## config.mk

```make
export PLATFORM = sky130hd
export DESIGN_NAME = uart_tx_arbiter
export DESIGN_NICKNAME = d
export VERILOG_FILES = /design/src/rtl/uart_ctrl_pkg.sv /design/src/rtl/rr_arbiter.sv /design/src/rtl/uart_tx_arbiter.sv
export SDC_FILE = /design/constraint.sdc
export NUM_CORES = 1
export LEC_CHECK = 0
export CAP_MARGIN = 20
export CORE_MARGIN = 10
export CORE_UTILIZATION = 48
export CTS_CLUSTER_SIZE = 40
export DETAILED_ROUTE_END_ITERATION = 16
export DONT_BUFFER_PORTS = 1
export GPL_ROUTABILITY_DRIVEN = 0
export HOLD_SLACK_MARGIN = 0.1
export PLACE_DENSITY = 0.62
export SLEW_MARGIN = 15
export SYNTH_ARGS = -nofsm -noshare
export SYNTH_HDL_FRONTEND = slang
export SYNTH_SLANG_ARGS = --single-unit
```

## constraint.sdc

```tcl
create_clock -name clk -period 5.3 [get_ports clk]
set_input_delay 1.06 -clock clk [delete_from_list [all_inputs] [get_ports clk]]
set_output_delay 1.06 -clock clk [all_outputs]
set_load 0.01 [all_outputs]
```

## src/rtl/uart_ctrl_pkg.sv

```systemverilog
// Shared UART control types and constants: arbiter state encoding, data width,
// default gap/stall settings used by the transmitter, arbiter and top.
package uart_ctrl_pkg;

   localparam int unsigned UART_DATA_W     = 8;
   localparam int unsigned DEF_GAP_CYCLES  = 16;
   localparam int unsigned DEF_STALL_LIMIT = 1024;

   typedef enum logic [1:0] {
      IDLE,
      SEND,
      WAIT,
      GAP
   } arb_state_e;

   // Bits needed to count 0..max_val, never less than one bit.
   function automatic int unsigned cnt_w(input int unsigned max_val);
      return (max_val == 0) ? 1 : $clog2(max_val + 1);
   endfunction

endpackage

```

## src/rtl/rr_arbiter.sv

```systemverilog
// Combinational round-robin pick: first valid requester after last_grant,
// wrapping cyclically. Produces a one-hot winner and an any-valid flag.
module rr_arbiter
   import uart_ctrl_pkg::*;
#(
   parameter int unsigned NUM_REQ = 2,
   parameter int unsigned IDX_W   = (NUM_REQ > 1) ? $clog2(NUM_REQ) : 1
) (
   input  logic [NUM_REQ-1:0] valid,
   input  logic [IDX_W-1:0]   last_grant,
   output logic [NUM_REQ-1:0] winner,
   output logic               any_valid
);

   int unsigned pos;
   logic        found;

   // Scan from last_grant+1 around to last_grant itself; lowest offset wins.
   always_comb begin
      winner = '0;
      found  = 1'b0;
      pos    = 0;
      for (int unsigned k = 1; k <= NUM_REQ; k++) begin
         pos = (32'(last_grant) + k) % NUM_REQ;
         if (!found && valid[IDX_W'(pos)]) begin
            winner[IDX_W'(pos)] = 1'b1;
            found               = 1'b1;
         end
      end
   end

   assign any_valid = |valid;

endmodule

```

## src/rtl/uart_tx_arbiter.sv

```systemverilog
// Shares one UART transmitter among NUM_REQ byte-stream requesters, granting
// whole messages round-robin with an idle gap between messages and stall abort.
module uart_tx_arbiter
   import uart_ctrl_pkg::*;
#(
   parameter int unsigned NUM_REQ     = 2,
   parameter int unsigned GAP_CYCLES  = DEF_GAP_CYCLES,
   parameter int unsigned STALL_LIMIT = DEF_STALL_LIMIT
) (
   input  logic                           clk,
   input  logic                           rst,
   input  logic [NUM_REQ-1:0]             req_valid,
   input  logic [UART_DATA_W*NUM_REQ-1:0] req_data,
   input  logic [NUM_REQ-1:0]             req_last,
   output logic [NUM_REQ-1:0]             req_ready,
   output logic                           tx_start,
   output logic [UART_DATA_W-1:0]         tx_data,
   input  logic                           tx_done,
   output logic [NUM_REQ-1:0]             grant,
   output logic                           busy,
   output logic                           abort
);

   localparam int unsigned IDX_W   = (NUM_REQ > 1) ? $clog2(NUM_REQ) : 1;
   localparam int unsigned STALL_W = cnt_w(STALL_LIMIT);
   localparam int unsigned GAP_W   = cnt_w(GAP_CYCLES);

   arb_state_e             state, state_n;
   logic [NUM_REQ-1:0]     grant_n;
   logic [IDX_W-1:0]       last_grant, last_grant_n;
   logic [UART_DATA_W-1:0] tx_data_n;
   logic                   tx_start_n;
   logic                   abort_n;
   logic                   last_q, last_q_n;
   logic [STALL_W-1:0]     stall_cnt, stall_cnt_n;
   logic [GAP_W-1:0]       gap_cnt, gap_cnt_n;

   logic [NUM_REQ-1:0]     winner;
   logic                   any_valid;
   logic [IDX_W-1:0]       winner_idx;
   logic [UART_DATA_W-1:0] sel_data;
   logic                   sel_last;
   logic                   handshake;
   logic                   done_ok;
   logic                   stall_hit;
   logic                   gap_end;

   rr_arbiter #(
      .NUM_REQ (NUM_REQ),
      .IDX_W   (IDX_W)
   ) u_rr (
      .valid      (req_valid),
      .last_grant (last_grant),
      .winner     (winner),
      .any_valid  (any_valid)
   );

   // Encode the arbiter winner and select the granted requester's byte.
   always_comb begin
      winner_idx = '0;
      sel_data   = '0;
      sel_last   = 1'b0;
      for (int unsigned i = 0; i < NUM_REQ; i++) begin
         if (winner[i]) begin
            winner_idx = IDX_W'(i);
         end
         if (grant[i]) begin
            sel_data = req_data[UART_DATA_W*i +: UART_DATA_W];
            sel_last = req_last[i];
         end
      end
   end

   assign req_ready = (state == SEND) ? (req_valid & grant) : '0;
   assign handshake = |req_ready;
   // A done coinciding with our own start pulse belongs to an earlier transfer.
   assign done_ok   = (state == WAIT) && tx_done && !tx_start;
   assign stall_hit = (32'(stall_cnt) + 32'd1) >= STALL_LIMIT;
   assign gap_end   = (32'(gap_cnt) + 32'd1) >= GAP_CYCLES;
   assign busy      = (state != IDLE);

   always_comb begin
      state_n      = state;
      grant_n      = grant;
      last_grant_n = last_grant;
      tx_data_n    = tx_data;
      tx_start_n   = 1'b0;
      abort_n      = 1'b0;
      last_q_n     = last_q;
      stall_cnt_n  = stall_cnt;
      gap_cnt_n    = gap_cnt;
      unique case (state)
         IDLE: begin
            if (any_valid) begin
               grant_n      = winner;
               last_grant_n = winner_idx;
               stall_cnt_n  = '0;
               state_n      = SEND;
            end
         end
         SEND: begin
            if (handshake) begin
               tx_data_n   = sel_data;
               last_q_n    = sel_last;
               tx_start_n  = 1'b1;
               stall_cnt_n = '0;
               state_n     = WAIT;
            end else if (stall_hit) begin
               abort_n     = 1'b1;
               grant_n     = '0;
               stall_cnt_n = '0;
               state_n     = IDLE;
            end else if (stall_cnt != STALL_W'(STALL_LIMIT)) begin
               stall_cnt_n = stall_cnt + 1'b1;
            end
         end
         WAIT: begin
            if (done_ok) begin
               if (!last_q) begin
                  state_n = SEND;
               end else begin
                  grant_n   = '0;
                  gap_cnt_n = '0;
                  state_n   = (GAP_CYCLES == 0) ? IDLE : GAP;
               end
            end
         end
         GAP: begin
            if (gap_end) begin
               gap_cnt_n = '0;
               state_n   = IDLE;
            end else begin
               gap_cnt_n = gap_cnt + 1'b1;
            end
         end
         default: state_n = IDLE;
      endcase
   end

   always_ff @(posedge clk) begin
      if (rst) begin
         state      <= IDLE;
         grant      <= '0;
         last_grant <= IDX_W'(NUM_REQ - 1);
         tx_data    <= '0;
         tx_start   <= 1'b0;
         abort      <= 1'b0;
         last_q     <= 1'b0;
         stall_cnt  <= '0;
         gap_cnt    <= '0;
      end else begin
         state      <= state_n;
         grant      <= grant_n;
         last_grant <= last_grant_n;
         tx_data    <= tx_data_n;
         tx_start   <= tx_start_n;
         abort      <= abort_n;
         last_q     <= last_q_n;
         stall_cnt  <= stall_cnt_n;
         gap_cnt    <= gap_cnt_n;
      end
   end

endmodule

```

== After elaboration in Yosys (flattened, before gate mapping) ==
Cells that the tools add are included.

* ROM bits: 0
* Memories: 0
* RAM bits: 0
* Register bits: 32
* Output and inout port bits: 15
* Latch bits: 0

* Bitwise logic cells: 3
* Add/sub/neg operators: 6
* Div/mod/pow operators: 0
* Reductions and logical operators: 22
* Multiply operators: 0
* Order comparisons: 6
* Mux-type cells: 40
* Shift-type cells: 0
* Equal/unequal tests: 12

{| class="wikitable"
|+ Operators with widths
! cell !! number
|-
| 11-bit 2-to-1 mux || 4
|-
| 2-bit 2-to-1 mux || 13
|-
| 11-bit one-hot mux with 2 select lines || 1
|-
| 8-bit 2-to-1 mux || 2
|-
| 5-bit 2-to-1 mux || 3
|-
| 11-bit by 1-bit adder with 12-bit output (second input constant) || 1
|-
| 12-bit by 11-bit >= comparator with 1-bit output (second input constant) || 1
|-
| 1-bit 2-to-1 mux || 12
|-
| 2-bit inequality test (second input constant) || 6
|-
| 11-bit by 1-bit adder with 11-bit output (second input constant) || 1
|-
| 11-bit inequality test (second input constant) || 1
|-
| 5-bit one-hot mux with 2 select lines || 1
|-
| 2-bit one-hot mux with 4 select lines || 1
|-
| 5-bit by 1-bit adder with 6-bit output (second input constant) || 1
|-
| 6-bit by 5-bit >= comparator with 1-bit output (second input constant) || 1
|-
| 2-bit one-hot mux with 3 select lines || 1
|-
| 3-bit AND reduction || 2
|-
| 6-bit AND reduction || 1
|-
| 2-bit nonzero test || 3
|-
| 2-bit OR reduction || 3
|-
| 5-bit by 1-bit adder with 5-bit output (second input constant) || 1
|-
| 1-bit logical AND || 5
|-
| 2-bit == test (second input constant) || 2
|-
| 1-bit by 2-bit less-than comparator with 1-bit output (second input constant) || 2
|-
| 15 further kinds || 20
|}

== Longest topological paths before layout ==
Gate-level depths: netlist of the first run.

* Depth after elaboration: 10
* Gate-level depth with buffers: 8
* Gate-level depth less buffers: 7

== Hierarchy ==
From an unflattened synthesis of the first run, not the netlist that was laid out.

* Cell total of the unflattened synthesis: 207
* Area, all modules: 1706.6 sq um

{| class="wikitable"
|+ By module, submodules not included
! module !! cells each !! area each (sq um) !! times used !! sequential area each (sq um)
|-
| uart_tx_arbiter || 203 || 1681.6 || 1 || 640.6
|-
| rr_arbiter || 4 || 25.0 || 1 || 0.0
|}

== Worst setup path after synthesis of the first run ==
No wires, ideal clock.

* Path kind: input-to-reg
* From: input req_valid[0]
* To: register stall_cnt[7]
* Required time: 5226 ps
* Stages on the path: 5
* Slack: 2950 ps
* Setup time: 74 ps
* Data arrival time: 2276 ps
* Buffers on the path: 0
* Path through: a22oi_2 -> o2111a_1 -> mux2i_4 -> or4_1 -> a31oi_1

* Longest elaborated chain between the ends: 5

{| class="wikitable"
|+ RTL lines
! what !! line !! text
|-
| start, declared || uart_tx_arbiter.sv:12 || <nowiki>input logic [NUM_REQ-1:0] req_valid,</nowiki>
|-
| 2-bit bitwise AND || uart_tx_arbiter.sv:74 || <nowiki>assign req_ready = (state == SEND) ? (req_valid & grant) : '0;</nowiki>
|-
| 2-bit 2-to-1 mux || uart_tx_arbiter.sv:74 ||
|-
| 2-bit OR reduction || uart_tx_arbiter.sv:75 || <nowiki>assign handshake = |req_ready;</nowiki>
|-
| 4-bit by 3-bit inequality test with 1-bit output (no source line) / 11-bit 2-to-1 mux (equally long branches) || -- ||
|-
| 3-bit AND reduction (no source line) / 11-bit one-hot mux with 2 select lines (equally long branches) || -- ||
|-
| end signal, assigned || uart_tx_arbiter.sv:159 || <nowiki>stall_cnt <= stall_cnt_n;</nowiki>
|-
| end, declared || uart_tx_arbiter.sv:35 || <nowiki>logic [STALL_W-1:0] stall_cnt, stall_cnt_n;</nowiki>
|}

Several ways; a longest one is shown, not always the timed one.
A chain may end at the register's enable or synchronous reset.

== Worst setup path in the final report of the first run ==
* From: register state[1]
* To: output req_ready[0]

* Longest elaborated chain between the ends: 2

{| class="wikitable"
|+ RTL lines
! what !! line !! text
|-
| start, declared || uart_tx_arbiter.sv:28 || <nowiki>arb_state_e state, state_n;</nowiki>
|-
| start signal, assigned || uart_tx_arbiter.sv:152 || <nowiki>state <= state_n;</nowiki>
|-
| 2-bit by 1-bit == test with 1-bit output || uart_tx_arbiter.sv:74 ||
|-
| 2-bit 2-to-1 mux || uart_tx_arbiter.sv:74 ||
|-
| end, declared || uart_tx_arbiter.sv:15 || <nowiki>output logic [NUM_REQ-1:0] req_ready,</nowiki>
|}

No other way between the ends.

==> out/results.ini, run 1 <==
[synth]
synth_most_common_cell = dfxtp_1
ys_types = 46
yosys.area.top_type = dfxtp_1
ys_ff_latch = 32
netlist_instances = 201
synth_area_leaders = dfxtp_1, ha_1, a221oi_1
synth_warnings = 0
syn_area_um2 = 1730
synth_common_cells = dfxtp_1, nor2_1, nand2_1, nor3_1
syn_avg_cell_area_um2 = 8.58
syn_nets = 232
ys_seq_area_frac = 0.371
synth_edf_count = 0
ys_async_sr_fraction = 0
yosysTopAreaCellShare = 0.371
synth-main-ff-cell = dfxtp_1

[setup_path]
cp_slowest_cell = dfxtp_1
worstPathCellList = inv_1 > ha_1 > and3_1
critPathArrivalTime_ns = 1.36
endpoint_kind = output port
worstPathRequired_ns = 4.24
critPathKind = flop to output port
worstPathMaxFanout = 9
max_stage_delay_ns = 0.42
worstSetupStartpointType = flop

[grt]
grt_max_degree = 33
grt-ovfl-total = 0
grt_pass1_wl_um = 6490
antenna_found_initial = 0
grt_pass1_vias = 1364
grt_usage = 0.122

[clock_network]
htree_levels = 2
clock_latency_ns = 0.33
cts.hold.buffers_added = 0
clock_path_buffers = 2
post_cts_buffers = 0
cts_tree = done
clk_pin_slew_ns = 0.10
post_cts_resized = 0
cts_inserted_buffers = 5
cts-root-buf = clkbuf_4
cts.sinks = 32

[cells_and_area]
area_growth_pct = 5.29
final_area_um2 = 1820
final_nets = 230
drive_above_1_share = 0.0800
stdcell_count = 246
num_antenna_cells = 0

[timing]
period_minus_slack_ns = 2.42
fin_crit_sh = 0.456
setup-violations-final = 0
worst-slew-pin-transition_ns = 0.597
worst_slew_margin_rel = 0.601
slew_viol_final = 0
max_freq_mhz = 414
rsz0062_at_grt = no
hold_viol = 0
setup_tns_ns = 0
finClkSkew_ns = 0.00559

[detailed_routing]
wirelength_um = 3870
via_per_inst = 5.98
route.vias.total = 1472
ant_nets = 0
first_iter_violations = 43
post-route-drc-count = 0
wl_per_cell_um = 15.7
drt_pass1_iterations = 4

[hold_path]
worstHoldPathType = flop to flop

[floorplan]
coreArea_um2 = 3420
start_util = 0.505
io-pin-count = 38
die_area_um2 = 6390
row_count = 21
fp.dieW_um = 80.0
die_height_um = 80.0

[placed_design]
dpl_cell_area_um2 = 1740
dp_cells = 238
hpwlAfterDp_um = 2830
io_buffers = 0

[power]
p_leak_nw = 0.622
total_power_mw = 0.552
ir_drop_uv = 180
power_density_nw_per_um2 = 304

[status]
outcome = finished clean

[job]
maxCapViolations = 0

==> where the power goes <==
part           internal (mW)  total, mW  switching [mW]  leakage [nW]
logic                 0.0363      0.100          0.0641         0.321
registers              0.251      0.267          0.0158         0.259
clock network         0.0989      0.184          0.0852        0.0422
total                  0.387      0.552           0.165         0.622
==> metrics by stage <==
step	util	hold slack (ns)	setup WS [ns]
3_5_place_dp	0.510	0.474	2.85
6_report	0.532	0.486	2.88
5_1_grt	0.532	0.517	2.79
3_3_place_gp	0.510	0.464	2.88
2_1_floorplan	-	0.455	2.95
4_1_cts	0.532	0.494	2.88
==> path summary, 6_finish.rpt <==
| path | end | cells past startpoint | slack, ns | startpoint |
|---|---|---|---|---|
| setup / recovery | req_ready[0] | 3 | 2.88 | state[1] |
| hold / removal | last_q | 2 | 0.49 | last_q |
| setup reg to reg | stall_cnt[7] | 6 | 2.96 | stall_cnt[0] |
| hold reg to reg | last_q | 2 | 0.49 | last_q |
==> state kept, by name (all words and copies together) (netlist names) <==
name	count
tx_data	8
stall_cnt	11
tx_start	1
state	2
grant	2
last_q	1
last_grant	1
gap_cnt	5
abort	1
==> area by class of cell <==
type | count | area (um^2)
clock buffers | 6 | 41.3
clock inverters | 2 | 35.0
fillers | 334 | 1600
inverters | 7 | 26.3
multi-input cells | 153 | 1020
flip-flops and latches | 32 | 641
well taps | 46 | 57.6
==> cells by family (layout without fill, tap and decap cells) <==
kind of cell | count (synthesis) | in the layout | share of synthesized area
AOI/OAI and AO/OA | 45 | 45 | 0.191
xor gates and xnor gates | 2 | 2 | 0.0102
adders and majority gates | 8 | 8 | 0.0580
buffers and inverters | 16 | 15 | 0.0399
DFF | 32 | 32 | 0.371
muxes | 6 | 6 | 0.0428
and+or+nand+nor | 92 | 92 | 0.287
==> placed cells by master, fill, tap and decap left out, drive strengths merged, types with 3 or more instances in the layout <==
cell type  Yosys  layout
nor3          10      10
nand3         11      11
o21ai          5       5
a21oi          7       7
clkbuf         7       6
inv            7       7
nand2b         4       4
ha             8       8
or4            4       4
nor2b          5       5
a31oi          7       7
nor2          20      20
nor3b          4       4
a221oi        10      10
o31ai          5       5
nand2         19      19
mux2i          5       5
nand4          3       3
dfxtp         32      32
==> layer usage <==
metal  wire, um  GRT usage
met2       1710      0.189
met3        402     0.0608
met4         33     0.0317
met5          0          0
met1       1730      0.146
==> critical path: cells and delay by family, from the launching register on <==
| kind | cells | cell delay, ns |
|---|---|---|
| flip-flops | 1 | 0.42 |
| buffers and inverters | 1 | 0.09 |
| adder cells (fa/ha/maj) | 1 | 0.28 |
| AND/OR/NAND/NOR | 1 | 0.24 |
(Power assumes the default switching activity.)
==> inputs of run 2 (changes only) <==
==> constraint.sdc (replaced) <==
create_clock -name clk -period 2.5 [get_ports clk]
set_input_delay 0.5 -clock clk [delete_from_list [all_inputs] [get_ports clk]]
set_output_delay 0.5 -clock clk [all_outputs]
set_load 0.01 [all_outputs]
==> out/results.ini, run 2 (synthesis results as in run 1) <==
[placed_design]
hpwlAfterDp_um = 2940  ; was 2830 um
dp_cells = 238  ; unchanged
io_buffers = 0  ; unchanged
dpl_cell_area_um2 = 1740  ; unchanged

[cells_and_area]
largestRegisters = stall_cnt (11), tx_data (8), gap_cnt (5)  ; unchanged
num_antenna_cells = 0  ; unchanged
registers.top_by_ff_count = stall_cnt  ; unchanged
mostFrequentLayoutCell = dfxtp_1  ; unchanged
area_growth_pct = 4.64  ; was 5.29%
final_nets = 230  ; unchanged
final_area_um2 = 1810  ; was 1820 um^2
largest_reg_flops = 11  ; unchanged
final_cell_mix = dfxtp_1, nor2_1, nand2_1  ; unchanged
stdcell_count = 245  ; was 246
drive_above_1_share = 0.0804  ; was 0.0800

[clock_network]
cts_inserted_buffers = 5  ; unchanged
cts_tree = done  ; unchanged
clk_pin_slew_ns = 0.10  ; about the same
htree_levels = 2  ; unchanged
cts.sinks = 32  ; unchanged
cts-root-buf = clkbuf_4  ; unchanged
clock_path_buffers = 2  ; unchanged
clock_latency_ns = 0.33  ; about the same
post_cts_buffers = 0  ; unchanged
cts.hold.buffers_added = 0  ; unchanged
post_cts_resized = 0  ; unchanged

[timing]
slew_viol_final = 0  ; unchanged
rsz0062_at_grt = no  ; unchanged
worst-slew-pin-transition_ns = 0.599  ; was 0.597 ns
max_freq_mhz = 437
setup-violations-final = 0  ; unchanged
setup_tns_ns = 0  ; unchanged
worst_slew_margin_rel = 0.600  ; was 0.601
fin_crit_sh = 0.915
period_minus_slack_ns = 2.29
hold_viol = 0  ; unchanged
worst_hold_slack_ns = 0.221  ; was 0.486 ns
finClkSkew_ns = 0.00823  ; was 0.00559 ns

[floorplan]
row_count = 21  ; unchanged
coreArea_um2 = 3420  ; unchanged
fp.dieW_um = 80.0  ; unchanged
start_util = 0.505  ; unchanged
die_area_um2 = 6390  ; unchanged
io-pin-count = 38  ; unchanged
die_height_um = 80.0  ; unchanged

[setup_path]
endpoint_kind = flop  ; was output port
setup.worst_path.start = stall_cnt[0]  ; was state[1]
worst-r2r-cell-count = 6  ; unchanged
critPathKind = flop to flop  ; was flop to output port
worstPathRequired_ns = 2.77  ; was 4.24 ns
worstPathCellList = ha_1 > nand3_4 > or3_1 > mux2i_4 > or4_1 > a31oi_1  ; was inv_1 > ha_1 > and3_1
cp_slowest_cell = or3_1  ; was dfxtp_1
r2r_start = stall_cnt[0]  ; unchanged
worstPathMaxFanout = 8  ; was 9
critPathArrivalTime_ns = 2.56  ; was 1.36 ns
rr_endpoint = stall_cnt[7]  ; unchanged
r2r_setup_slack_ns = 0.21  ; was 2.96 ns
max_stage_delay_ns = 0.51  ; was 0.42 ns
worstSetupStartpointType = flop  ; unchanged

[status]
outcome = finished clean  ; unchanged

[power]
p_leak_nw = 0.617  ; was 0.622 nW
ir_drop_uv = 283  ; was 180 uV
total_power_mw = 1.12  ; was 0.552 mW
power_density_nw_per_um2 = 618  ; was 304 nW/um^2

[grt]
grt_pass1_vias = 1389  ; was 1364
antenna_found_initial = 0  ; unchanged
grt_max_degree = 33  ; unchanged
grt_pass1_wl_um = 6530  ; was 6490 um
grt_usage = 0.127  ; was 0.122
grt-ovfl-total = 0  ; unchanged

[detailed_routing]
via_per_inst = 6.04  ; was 5.98
post-route-drc-count = 0  ; unchanged
first_iter_violations = 98  ; was 43
ant_nets = 0  ; unchanged
wl_per_cell_um = 16.2  ; was 15.7 um
wirelength_um = 3970  ; was 3870 um
drt_pass1_iterations = 5  ; was 4
route.vias.total = 1479  ; was 1472

[hold_path]
min-delay-start = rst  ; was last_q
worstHoldPathType = input pin to flop  ; was flop to flop
min_to = stall_cnt[3]  ; was last_q
worstHoldPathCells = 1  ; was 2

[job]
maxCapViolations = 0  ; unchanged

-- run 2: how the worst max path moves through the flow --
| stage | end | slack (ns) | cells past startpoint |
|---|---|---|---|
| 2_1_floorplan | stall_cnt[7] | 0.36 | 7 |
| 3_3_place_gp | stall_cnt[7] | 0.29 | 6 |
| 3_5_place_dp | stall_cnt[3] | 0.23 | 6 |
| 4_1_cts | stall_cnt[7] | 0.21 | 6 |
| 5_1_grt | stall_cnt[7] | 0.05 | 6 |
| 6_report | stall_cnt[7] | 0.21 | 6 |
-- run 2: final cells by class --
class	instances	area [um^2]
Inverter	7	26.3
Multi-Input combinational cell	153	1020
Sequential cell	32	641
Tap cell	46	57.6
Fill cell	323	1610
Clock buffer	7	65.1
-- run 2: power by group --
group	internal (mW)	total [mW]	switching [mW]	leakage (nW)
combinational	0.0772	0.214	0.137	0.321
clock	0.159	0.336	0.176	0.0374
sequential	0.533	0.566	0.0332	0.259
total	0.770	1.12	0.347	0.617
-- run 2: critical path, delay by kind of cell (launching register included) --
kind / cells / cell delay [ns]
simple gates: 3 / 1.15
compound gates: 1 / 0.16
fa+ha+maj: 1 / 0.25
mux: 1 / 0.27
flops: 1 / 0.40
-- run 2: routing by layer --
metal / track usage / up-vias / wire (um)
met5: 0 / - / 0
met4: 0.0634 / 0 / 70
met3: 0.0495 / 8 / 363
met2: 0.201 / 57 / 1760
met1: 0.145 / 671 / 1770
li1: - / 743 / -
-- run 2: metrics by stage --
stage / utilization / setup slack, ns
6_report: 0.529 / 0.211
5_1_grt: 0.529 / 0.0549
4_1_cts: 0.529 / 0.209
3_5_place_dp: 0.510 / 0.232
3_3_place_gp: 0.510 / 0.285
2_1_floorplan: - / 0.364
==> inputs of run 3 (changes only) <==
--- a/config.mk
+++ b/config.mk
@@ -13,7 +13,7 @@
 export DONT_BUFFER_PORTS = 1
 export GPL_ROUTABILITY_DRIVEN = 0
 export HOLD_SLACK_MARGIN = 0.1
-export PLACE_DENSITY = 0.62
+export PLACE_DENSITY = 0.68
 export SLEW_MARGIN = 15
 export SYNTH_ARGS = -nofsm -noshare
 export SYNTH_HDL_FRONTEND = slang
==> out/results.ini, run 3 (synthesis results as in run 1) <==
[grt]
grt_use_met2 = 0.199  ; was 0.201
grt-ovfl-total = 0  ; unchanged
antenna_found_initial = 0  ; unchanged
globalRoute.busiestLayer = met2  ; unchanged
use_met1 = 0.144  ; was 0.145
grtUsageMet3 = 0.0619  ; was 0.0495
grt_pass1_wl_um = 6620  ; was 6530 um
grt_pass1_vias = 1416  ; was 1389
grt_usage = 0.126  ; was 0.127
grt_max_degree = 33  ; unchanged

[clock_network]
htree_levels = 2  ; unchanged
cts.hold.buffers_added = 0  ; unchanged
clock_path_buffers = 2  ; unchanged
clock_latency_ns = 0.33  ; about the same
cts_tree = done  ; unchanged
post_cts_buffers = 0  ; unchanged
post_cts_resized = 0  ; unchanged
cts-root-buf = clkbuf_4  ; unchanged
cts.sinks = 32  ; unchanged
cts_inserted_buffers = 5  ; unchanged
clk_pin_slew_ns = 0.10  ; about the same

[cells_and_area]
largestRegisters = stall_cnt (11), tx_data (8), gap_cnt (5)  ; unchanged
final_nets = 230  ; unchanged
final_util = 0.527  ; was 0.529
registers.top_by_ff_count = stall_cnt  ; unchanged
mostFrequentLayoutCell = dfxtp_1  ; unchanged
drive_above_1_share = 0.0850  ; was 0.0804
area_growth_pct = 4.42  ; was 4.64%
num_antenna_cells = 0  ; unchanged
final_cell_mix = dfxtp_1, nor2_1, nand2_1  ; unchanged
largest_reg_flops = 11  ; unchanged

[setup_path]
critPathKind = flop to flop  ; unchanged
cp_slowest_cell = or3_1  ; unchanged
critPathArrivalTime_ns = 2.56  ; about the same
setup.worst_path.start = stall_cnt[0]  ; unchanged
worstPathCellList = ha_1 > nand3_4 > or3_1 > mux2i_4 > or4_1 > a31oi_1  ; unchanged
worstSetupStartpointType = flop  ; unchanged
max_stage_delay_ns = 0.51  ; about the same
worst-r2r-cell-count = 6  ; unchanged
worstPathMaxFanout = 8  ; unchanged
worstPathRequired_ns = 2.77  ; about the same
endpoint_kind = flop  ; unchanged
r2r_start = stall_cnt[0]  ; unchanged

[timing]
setup-violations-final = 0  ; unchanged
period_minus_slack_ns = 2.29  ; about the same
slew_viol_final = 0  ; unchanged
worst_slew_margin_rel = 0.581  ; was 0.600
finClkSkew_ns = 0.00904  ; was 0.00823 ns
worst-slew-pin-transition_ns = 0.626  ; was 0.599 ns
fin_crit_sh = 0.917  ; was 0.915
setup_tns_ns = 0  ; unchanged
rsz0062_at_grt = no  ; unchanged
max_freq_mhz = 436  ; was 437 MHz
hold_viol = 0  ; unchanged

[detailed_routing]
wirelength_um = 4040  ; was 3970 um
first_iter_violations = 93  ; was 98
via_per_inst = 6.03  ; was 6.04
route.vias.total = 1483  ; was 1479
ant_nets = 0  ; unchanged
post-route-drc-count = 0  ; unchanged
drt_pass1_iterations = 4  ; was 5
wl_per_cell_um = 16.4  ; was 16.2 um

[floorplan]
die_height_um = 80.0  ; unchanged
io-pin-count = 38  ; unchanged
fp.dieW_um = 80.0  ; unchanged
die_area_um2 = 6390  ; unchanged
coreArea_um2 = 3420  ; unchanged
row_count = 21  ; unchanged
start_util = 0.505  ; unchanged

[power]
ir_drop_uv = 331  ; was 283 uV
p_sw_mw = 0.350  ; was 0.347 mW
power_density_nw_per_um2 = 607  ; was 618 nW/um^2
power_frac_clock = 0.285  ; was 0.301
p_leak_nw = 0.618  ; was 0.617 nW
netSwitchingFraction = 0.320  ; was 0.311
combPwrFrac = 0.197  ; was 0.192
total_power_mw = 1.09  ; was 1.12 mW
power_frac_seq = 0.518  ; was 0.507
p_int_mw = 0.744  ; was 0.770 mW

[hold_path]
worstHoldPathType = input pin to flop  ; unchanged
worstHoldPathCells = 1  ; unchanged
min-delay-start = rst  ; unchanged

[job]
maxCapViolations = 0  ; unchanged

[placed_design]
hpwlAfterDp_um = 2950  ; was 2940 um
io_buffers = 0  ; unchanged

[status]
outcome = finished clean  ; unchanged

run 3: area by class of cell:
cell class                      instances  area [um^2]
Clock inverter                          2         10.0
Inverter                                7         26.3
Clock buffer                            6         51.3
Tap cell                               46         57.6
Multi-Input combinational cell        153         1020
Sequential cell                        32          641
Fill cell                             322         1610
run 3: worst max-delay path: cells and delay by family, from the launching register on:
family / cells / cell delay [ns]
flops: 1 / 0.41
compound gates: 1 / 0.18
simple gates: 3 / 1.12
mux: 1 / 0.27
fa+ha+maj: 1 / 0.25
run 3: power groups by stage:
stage	Combinational, mW	Sequential (mW)	Clock [mW]
after detailed placement	0.212	0.579	0
after global routing	0.239	0.572	0.345
final	0.215	0.567	0.311
after floorplan	0.183	0.568	0
after CTS	0.213	0.567	0.327
after global placement	0.207	0.576	0
run 3: path summary, 6_finish.rpt:
check	end	slack, ns
min	state[0]	0.22
max	stall_cnt[4]	0.21
max reg2reg	stall_cnt[4]	0.21
min reg2reg	stall_cnt[9]	0.50
run 3: metrics by stage:
step,hold WS (ns),std cells,setup WS (ns),cell area (um^2)
floorplan,0.455,201,0.364,1730
global placement,0.472,238,0.291,1740
detailed placement,0.479,238,0.212,1740
CTS,0.206,246,0.204,1800
global route,0.200,246,0.0550,1800
finish,0.224,246,0.208,1800
run 3: metal layers:
metal / wire length [um] / vias up
met1: 1830 / 699
li1: - / 736
met5: 0 / -
met2: 1790 / 42
met4: 44 / 0
met3: 371 / 6
